==> src/rtl/fp_exception_pipe.sv <==
// IEEE-754 special-case resolver for add/sub/mul behind a valid/ready pipeline.
// Sticky exception flags are updated from each result as it leaves the block.
module fp_exception_pipe #(
  parameter  int EXP_W  = 8,
  parameter  int MAN_W  = 23,
  parameter  int STAGES = 2,
  localparam int W      = 1 + EXP_W + MAN_W
) (
  input  logic         clk,
  input  logic         rst_n,
  input  logic         in_valid,
  output logic         in_ready,
  input  logic [W-1:0] a,
  input  logic [W-1:0] b,
  input  logic [1:0]   op,
  input  logic [W-1:0] normal_result,
  input  logic         is_result_zero,
  output logic         out_valid,
  input  logic         out_ready,
  output logic [W-1:0] result,
  output logic         use_normal_path,
  input  logic         flags_clr,
  output logic         flag_invalid,
  output logic         flag_nan_in,
  output logic         flag_inf
);

  // Stage payload: {ev_inf, ev_nan, ev_invalid, use_normal, result}
  localparam int P = W + 4;
  localparam logic [EXP_W-1:0] EXP_ONES = '1;
  localparam logic [W-1:0] QNAN = {1'b0, EXP_ONES, 1'b1, {(MAN_W-1){1'b0}}};

  logic [EXP_W-1:0] exp_a, exp_b;
  logic [MAN_W-1:0] frac_a, frac_b;
  logic a_inf, a_nan, a_snan, a_zero;
  logic b_inf, b_nan, b_snan, b_zero;
  logic sa, sb, sm;
  logic [W-1:0] res_d;
  logic use_normal_d, ev_invalid_d, ev_nan_d, ev_inf_d;

  assign exp_a  = a[W-2:MAN_W];
  assign exp_b  = b[W-2:MAN_W];
  assign frac_a = a[MAN_W-1:0];
  assign frac_b = b[MAN_W-1:0];

  always_comb begin
    a_inf  = (&exp_a) && !(|frac_a);
    a_nan  = (&exp_a) && (|frac_a);
    a_snan = a_nan && !frac_a[MAN_W-1];
    a_zero = !(|exp_a) && !(|frac_a);
    b_inf  = (&exp_b) && !(|frac_b);
    b_nan  = (&exp_b) && (|frac_b);
    b_snan = b_nan && !frac_b[MAN_W-1];
    b_zero = !(|exp_b) && !(|frac_b);
  end

  // Override selection in priority order; falls through to the datapath result.
  always_comb begin
    sa           = a[W-1];
    sb           = b[W-1] ^ (op == 2'b01);
    sm           = a[W-1] ^ b[W-1];
    res_d        = normal_result;
    use_normal_d = 1'b1;
    ev_invalid_d = 1'b0;
    case (op)
      2'b00, 2'b01: begin
        use_normal_d = 1'b0;
        if (a_nan || b_nan) begin
          res_d = QNAN;
        end else if (a_inf && b_inf && (sa != sb)) begin
          res_d        = QNAN;
          ev_invalid_d = 1'b1;
        end else if (a_inf) begin
          res_d = {sa, EXP_ONES, {MAN_W{1'b0}}};
        end else if (b_inf) begin
          res_d = {sb, EXP_ONES, {MAN_W{1'b0}}};
        end else if (a_zero && b_zero) begin
          res_d = {sa & sb, {(W-1){1'b0}}};
        end else if (is_result_zero) begin
          res_d = '0;
        end else begin
          use_normal_d = 1'b1;
        end
      end
      2'b10: begin
        use_normal_d = 1'b0;
        if (a_nan || b_nan) begin
          res_d = QNAN;
        end else if ((a_inf && b_zero) || (a_zero && b_inf)) begin
          res_d        = QNAN;
          ev_invalid_d = 1'b1;
        end else if (a_inf || b_inf) begin
          res_d = {sm, EXP_ONES, {MAN_W{1'b0}}};
        end else if (a_zero || b_zero || is_result_zero) begin
          res_d = {sm, {(W-1){1'b0}}};
        end else begin
          use_normal_d = 1'b1;
        end
      end
      default: ;
    endcase
    ev_nan_d     = (op != 2'b11) && (a_nan || b_nan);
    ev_invalid_d = ev_invalid_d || ((op != 2'b11) && (a_snan || b_snan));
    ev_inf_d     = (op != 2'b11) && (&res_d[W-2:MAN_W]) && !(|res_d[MAN_W-1:0]);
  end

  logic [STAGES-1:0] valid_q, valid_d;
  logic [STAGES-1:0] stage_ready;
  logic [P-1:0]      data_q [STAGES];
  logic [P-1:0]      data_d [STAGES];

  // A stage may load when any stage from it to the output has a bubble, or the consumer takes.
  always_comb begin
    stage_ready = '0;
    for (int k = 0; k < STAGES; k++) begin
      stage_ready[k] = out_ready;
      for (int j = k; j < STAGES; j++) begin
        if (!valid_q[j]) stage_ready[k] = 1'b1;
      end
    end
  end

  always_comb begin
    valid_d = valid_q;
    for (int k = 0; k < STAGES; k++) data_d[k] = data_q[k];
    if (stage_ready[0]) begin
      valid_d[0] = in_valid;
      data_d[0]  = {ev_inf_d, ev_nan_d, ev_invalid_d, use_normal_d, res_d};
    end
    for (int k = 1; k < STAGES; k++) begin
      if (stage_ready[k]) begin
        valid_d[k] = valid_q[k-1];
        data_d[k]  = data_q[k-1];
      end
    end
  end

  always_ff @(posedge clk or negedge rst_n) begin
    if (!rst_n) begin
      valid_q <= '0;
      for (int k = 0; k < STAGES; k++) data_q[k] <= '0;
    end else begin
      valid_q <= valid_d;
      data_q  <= data_d;
    end
  end

  logic       handshake;
  logic [2:0] flags_q, flags_d;

  assign handshake = valid_q[STAGES-1] && out_ready;

  always_comb begin
    flags_d = (flags_q & ~{3{flags_clr}}) | ({3{handshake}} & data_q[STAGES-1][W+3:W+1]);
  end

  always_ff @(posedge clk or negedge rst_n) begin
    if (!rst_n) flags_q <= '0;
    else        flags_q <= flags_d;
  end

  assign in_ready        = stage_ready[0];
  assign out_valid       = valid_q[STAGES-1];
  assign result          = data_q[STAGES-1][W-1:0];
  assign use_normal_path = data_q[STAGES-1][W];
  assign flag_inf        = flags_q[2];
  assign flag_nan_in     = flags_q[1];
  assign flag_invalid    = flags_q[0];

endmodule

==> config.mk <==
export PLATFORM = sky130hd
export DESIGN_NAME = fp_exception_pipe
export DESIGN_NICKNAME = d
export VERILOG_FILES = /design/src/rtl/fp_exception_pipe.sv
export SDC_FILE = /design/constraint.sdc
export NUM_CORES = 1
export LEC_CHECK = 0
export CAP_MARGIN = 20
export CORE_UTILIZATION = 41
export CTS_BUF_LIST = sky130_fd_sc_hd__clkbuf_8
export DETAILED_ROUTE_END_ITERATION = 12
export PLACE_DENSITY = 0.78
export SYNTH_ARGS = -nofsm -noshare
export SYNTH_HDL_FRONTEND = slang
export SYNTH_SLANG_ARGS = --single-unit
export TNS_END_PERCENT = 20
==> constraint.sdc <==
create_clock -name clk -period 1.67 [get_ports clk]
set_input_delay 0.334 -clock clk [delete_from_list [all_inputs] [get_ports clk]]
set_output_delay 0.334 -clock clk [all_outputs]
set_load 0.02 [all_outputs]
# Yosys cells after proc, flatten, opt, wreduce, memory -nomap -nowiden

Index checks and enable logic that the tools add are counted.

Input port bits: 104
Register bits: 77
Word-level logic and storage cells: 88
Output and inout bits: 38

Reduce and logical (&&, ||, !) cells: 42
Eq/ne operators: 4
Multiplexer cells: 30
Bitwise logic cells: 7

Operators with widths:

| kind                                           | count |
|---|---|
| 2-to-1 mux 32 bit                              | 10 |
| OR reduction 23 bit                            | 3 |
| case mux 32 bit (2 select lines)               | 1 |
| AND reduction 8 bit                            | 3 |
| logical AND 1 bit                              | 18 |
| 2-to-1 mux 1 bit                               | 17 |
| OR reduction 8 bit                             | 2 |
| logical NOT 1 bit                              | 7 |
| logical OR 1 bit                               | 7 |
| AND 3 bit                                      | 2 |
| case mux 1 bit (2 select lines)                | 2 |
| inverter 3 bit                                 | 1 |
| OR 3 bit                                       | 1 |
| == test 2 x 1 -> 1 bit (second input constant) | 1 |
| == test 2 bit (second input constant)          | 1 |
| logical NOT 2 bit                              | 1 |
| != test 2 bit (second input constant)          | 1 |
| OR reduction 2 bit                             | 1 |
| bitwise XOR 1 bit                              | 2 |
| AND 1 bit                                      | 1 |
| != test 1 bit                                  | 1 |

# Logic depth before layout (Yosys ltp)

Word-level depth: 13
Gate-level depth with buffers: 9
Gate-level depth less buffers: 9

# Worst setup path before layout

No wires, ideal clock.

Kind: input port to flip-flop
Start: input port b[16]
End: register data_q[71] (netlist bit)
Arrival: 2.175 ns
Path buffers: 0
Stages: 8
Setup time: 0.122 ns
Slack: -0.627 ns
Data required time: 1.548 ns
Cells stage by stage: nor4_2 > nand4_1 > o21a_1 > nor4b_4 > nand4b_2 > a41o_1 > o21a_1 > a32o_1

Longest elaborated chain between the ends: 13
Elaborated cells on any way between the ends: 30
Those cells by class: 10 x mux; 20 x reduce/logical

Ends and longest elaborated chain:

| item                                                              | RTL line   | text |
|---|---|---|
| from (decl)                                                       | 14         | `input logic [W-1:0] b,` |
| OR reduction 23 bit (*)                                           | 51, 52, 54 |  |
| logical NOT 1 bit                                                 | 51, 54     |  |
| logical AND 1 bit                                                 | 54         | `b_zero = !(\|exp_b) && !(\|frac_b);` |
| logical AND 1 bit / logical OR 1 bit (equally long branches)      | 77, 94     |  |
| 2-to-1 mux 32 bit / logical OR 1 bit (equally long branches)      | 77, 94     |  |
| 2-to-1 mux 32 bit, on equally long branches                       | 75, 94     |  |
| 2-to-1 mux 32 bit, on equally long branches                       | 73, 92     |  |
| 2-to-1 mux 32 bit, on equally long branches                       | 70, 89     |  |
| 2-to-1 mux 32 bit, on equally long branches                       | 68, 87     |  |
| case mux 32 bit (2 select lines) (*)                              | 65         | `case (op)` |
| OR reduction 23 bit / AND reduction 8 bit (equally long branches) | 104        | `ev_inf_d = (op != 2'b11) && (&res_d[W-2:MAN_W]) && !(\|res_d[MAN_W-1:0]);` |
| logical NOT 1 bit / logical AND 1 bit (equally long branches)     | 104        |  |
| logical AND 1 bit (*)                                             | 104        |  |
| to (signal assigned)                                              | 144        | `data_q <= data_d;` |
| to (decl)                                                         | 109        | `logic [P-1:0] data_q [STAGES];` |

Mark *: on every way between the ends. The rest lies on a longest branch, timed or not.
A chain may end at the register's enable or synchronous reset.

# Worst setup path in the final report

Start: input port a[4]
End: register data_q[71] (netlist bit)

Longest elaborated chain between the ends: 13
Elaborated cells on any way between the ends: 30
Those cells by class: 10 x mux; 20 x reduce/logical

Ends and longest elaborated chain:

| item                                                              | RTL line   | text |
|---|---|---|
| from (decl)                                                       | 13         | `input logic [W-1:0] a,` |
| OR reduction 23 bit (*)                                           | 47, 48, 50 |  |
| logical NOT 1 bit                                                 | 47, 50     |  |
| logical AND 1 bit                                                 | 50         | `a_zero = !(\|exp_a) && !(\|frac_a);` |
| logical AND 1 bit / logical OR 1 bit (equally long branches)      | 77, 94     |  |
| 2-to-1 mux 32 bit / logical OR 1 bit (equally long branches)      | 77, 94     |  |
| 2-to-1 mux 32 bit, on equally long branches                       | 75, 94     |  |
| 2-to-1 mux 32 bit, on equally long branches                       | 73, 92     |  |
| 2-to-1 mux 32 bit, on equally long branches                       | 70, 89     |  |
| 2-to-1 mux 32 bit, on equally long branches                       | 68, 87     |  |
| case mux 32 bit (2 select lines) (*)                              | 65         |  |
| OR reduction 23 bit / AND reduction 8 bit (equally long branches) | 104        |  |
| logical NOT 1 bit / logical AND 1 bit (equally long branches)     | 104        |  |
| logical AND 1 bit (*)                                             | 104        |  |

Marks and branches as above.

==> qor.csv <==
stage,metric,value,unit
drt,DR iter-0 viols,144,
finish,design area,6053,sq um
drt,WL final,10770,um
floorplanning,Die H,98.23,um
sta,final hold viol count,0,
clock_tree,Clock Root Buffer,clkbuf_8,
global_route,M1 GR Usage,25.79,%
finish,Post-Layout Cell Count,662,
sta,fin crit share,125.0,%
pwr,Power Density,772.1,nW/um^2
synth,syn nets,480,
flow_run,count of max-cap constraint violations,0,
sta,Fin Hold WS,0.3854,ns
finish,# fillers,678,
placed_design,pre-CTS WS,-1.115,ns
pwr,Net Sw Power,1.400,mW
drt,router iterations before antenna repair,9,
synth,ys async rst share,100.0,%
drt,DR WL/cell,16.27,um
synth,compound-gate portion of the synthesized area,11.37,%
global_route,met2 GRT Util,39.17,%
floorplanning,Core ar.,8848,sq um
clock_tree,Skew-Pair Late Insertion Delay,0.35,ns
pwr,Leak Pwr,3.077,nW
floorplanning,die area,9648,sq um
sta,setup ws final,-0.4178,ns
status,status,"finished, violations left",
synth,Synth cell types,46,
sta,Setup TNS Final,-9.780,ns
global_route,global-route track usage on met3,4.152,%
critical_path,"critical path fanouts, max",4,
sta,RSZ-0062 raised after global routing,yes,
pwr,register share of total power,47.1,%
synth,"flops & latches, synth",77,
critical_path,Critical-path top delay cell,nor4b_4,
synth,synth top area cells,"dfrtp_1 51%, mux2_2 11%, nand2_1 6.5%",
critical_path,"Cell Chain, Critical Path",dlygate4sd2_1 > nor4_2 > nand2_2 > o21ai_2 > nor4b_4 > a31oi_2 > o21a_4 > o21a_1 > a32o_1,
placed_design,GP Congestion,0.8720,
sta,setup violators final,34,
floorplanning,initial core utilization,42.90,%
critical_path,r2r worst-path depth,6,
synth,most used flip-flop cell after synthesis,dfrtp_1,
pwr,Pint,3.274,mW
pwr,Max VDD drop,0.0003711,V
floorplanning,Die Span X,98.23,um
synth,Mean Syn Cell Area,10.12,sq um
critical_path,WP buf/inv,1,
synth,Synthesis Warnings,0,
clock_tree,clock sink count,77,
critical_path,"delay-heaviest family, CP",compound AO/OA/AOI/OAI gates,
critical_path,worst stage delay on the critical path,0.29,ns
finish,ANT cells,0,
drt,# DRC,7,
sta,Setup Skew,0.009461,ns
critical_path,Reg2Reg Setup Slack,0.30,ns
global_route,global-route wire length before repair,16560,um
critical_path,CP required,1.91,ns
synth,Simple-Gate Fraction of Synth Area,17.77,%
clock_tree,H-tree levels,3,
synth,Post-Synthesis Cells,375,
finish,layout cells sized above 1,36.46,%
synth,"EDFF count, synth",0,
critical_path,CP endpoint kind,register,
critical_path,Worst R2R Start,valid_q[1],
finish,final net count,654,
finish,area grow syn2layout,59.46,%
drt,Vias/cell,5.273,
floorplanning,I/O pin count,142,
placed_design,I/O Buffers,141,
sta,minimum clock period,2.088,ns
global_route,total global routing overflow,0,
global_route,pin count of the biggest net entering global routing,33,
drt,DR vias,3491,
placed_design,post-DP HPWL,7621,um
synth,Synth Area in Adders,0.3296,%
status,failing checks,"design-rule violations, negative setup slack",
sta,slew margin rel.,75.25,%
min_path,worst min-delay path category,in -> async,
critical_path,Critical R2R Capture,data_q[52],
placed_design,Placed Area,5533,sq um
global_route,vias in the first global route,3576,
synth,largest family of logic cells by synthesized area,simple AND/OR/NAND/NOR gates,
synth,"area leader, netlist",dfrtp_1,
pwr,combinational share of power,26.9,%
sta,final slew viol count,0,
placed_design,placed insts,635,
sta,Highest Clock Rate,0.4790,GHz
floorplanning,FP Rows,34,
synth,sequential share of the synthesized area,50.76,%
critical_path,CP arrival,2.32,ns
global_route,GR Util All Layers,21.67,%
clock_tree,clock-pin slew on the worst setup and hold paths,0.08,ns
pwr,Clk network pwr share,26.0,%
global_route,antenna violations before repair,0,
clock_tree,CTS Buf Count,9,
clock_tree,clock buffer depth,2,
synth,Mapped Area,3796,sq um
finish,register area,1928,sq um
finish,area of the multi-input gates,1839,sq um
critical_path,Crit Path Class,in -> reg,
sta,worst-margin pin slew,0.3713,ns
pwr,sw frac,29.95,%
global_route,"Most Used Layer, Global Route",met2,
synth,post-synthesis mux area share,10.94,%
synth,XOR/XNOR share of the synthesized area,0.4614,%
synth,proportion of netlist area held by the largest area contributor,50.76,%
critical_path,crit path launch type,input port,
clock_tree,TritonCTS clock tree,done,
drt,Antenna Nets Post-Route,0,
[layout by cell type (no fill, tap or decap), types with 6 or more instances in the layout]
master           netlist  layout
dfrtp_1               77      76
nand2_1               66      64
buf_4                 32      60
clkdlybuf4s50_1        0      42
mux2_2                36      36
dlymetal6s2s_1         0      33
dlygate4sd2_1          0      30
o21ai_1               32      19
clkbuf_2               0      19
o21ai_2                0      13
clkdlybuf4s15_1        0      12
nor4_2                 3      10
a21oi_1               15       9
clkbuf_8               0       9
nor4_1                19       8
nand3_1                7       7
nand4_1                7       7
nor2_1                10       7
a21oi_2                0       6
buf_6                  0       6
[per-stage QoR]
step           power [mW]  utilization, %
5_1_grt             4.899           68.41
4_1_cts             4.647           64.49
6_report            4.674           68.41
3_5_place_dp        3.499           62.53
2_1_floorplan       2.902               -
3_3_place_gp        3.461           62.53
[cells in the mapped netlist (2+ instances only)]
library cell,number
o21ai_0,6
nor2_1,10
o21a_1,3
dfrtp_1,77
xnor2_1,2
a21oi_1,15
nand3_1,7
nand4_1,7
nor2b_1,2
a21o_1,2
and4_1,2
mux2_2,36
buf_2,2
nor4_1,19
clkbuf_1,12
and2_1,2
buf_4,32
nor4_2,3
inv_1,5
nor3_1,3
or2_1,3
o22ai_1,2
nand2_1,66
a31oi_1,4
o21ai_1,32
[power groups by stage]
stage | clock (mW) | combinational [mW] | sequential [mW]
2_1_floorplan | 0 | 0.687 | 2.22
3_3_place_gp | 0 | 1.23 | 2.23
3_5_place_dp | 0 | 1.26 | 2.24
4_1_cts | 1.23 | 1.21 | 2.21
5_1_grt | 1.32 | 1.34 | 2.23
6_report | 1.21 | 1.26 | 2.20
[area by class of cell]
cell class                      count  share of cell area [%]
Clock inverter                      7                  0.7234
Inverter                            6                  0.4547
Sequential cell                    77                   31.85
Clock buffer                        9                   2.046
Multi-Input combinational cell    246                   30.38
Tap cell                          108                   2.232
Timing Repair Buffer              209                   32.31
[worst max path at each step]
stage,cells after the start,to,from
2_1_floorplan,8,data_q[71],b[10]
3_3_place_gp,10,data_q[71],b[10]
3_5_place_dp,10,data_q[71],b[1]
4_1_cts,10,data_q[71],a[9]
5_1_grt,9,data_q[71],a[2]
6_report,9,data_q[71],a[4]
[kinds of logic (layout without fill, tap and decap cells)]
| logic type | after synthesis | in the layout |
|---|---|---|
| XOR/XNOR | 2 | 2 |
| AO/OA/AOI/OAI | 74 | 74 |
| AND/OR/NAND/NOR | 132 | 132 |
| flip-flops | 77 | 77 |
| multiplexers | 37 | 37 |
| adder cells (fa/ha/maj) | 1 | 1 |
| buffers and inverters | 52 | 231 |
[flip-flops by register name (all words and copies together) (netlist names)]
register,cells
data_q,39
use_normal_path,1
valid_q,2
flags_q,3
result,32
[routing by layer]
| metal | up-vias | routed length, um |
|---|---|---|
| met2 | 135 | 5691 |
| li1 | 1657 | - |
| met3 | 18 | 583 |
| met4 | 0 | 212 |
| met5 | - | 0 |
| met1 | 1681 | 4281 |
[timing repair]
item / 4_1_cts / 5_1_grt
setup buffers: 3 / 5
hold endpoints to repair: 14 / 0
resized for setup: 87 / 135
setup endpoints to repair: 45 / 63
pin swaps: 22 / 52
hold buffers: 1 / 0
gates cloned: 0 / 2
Power figures use the tool's default switching activity.
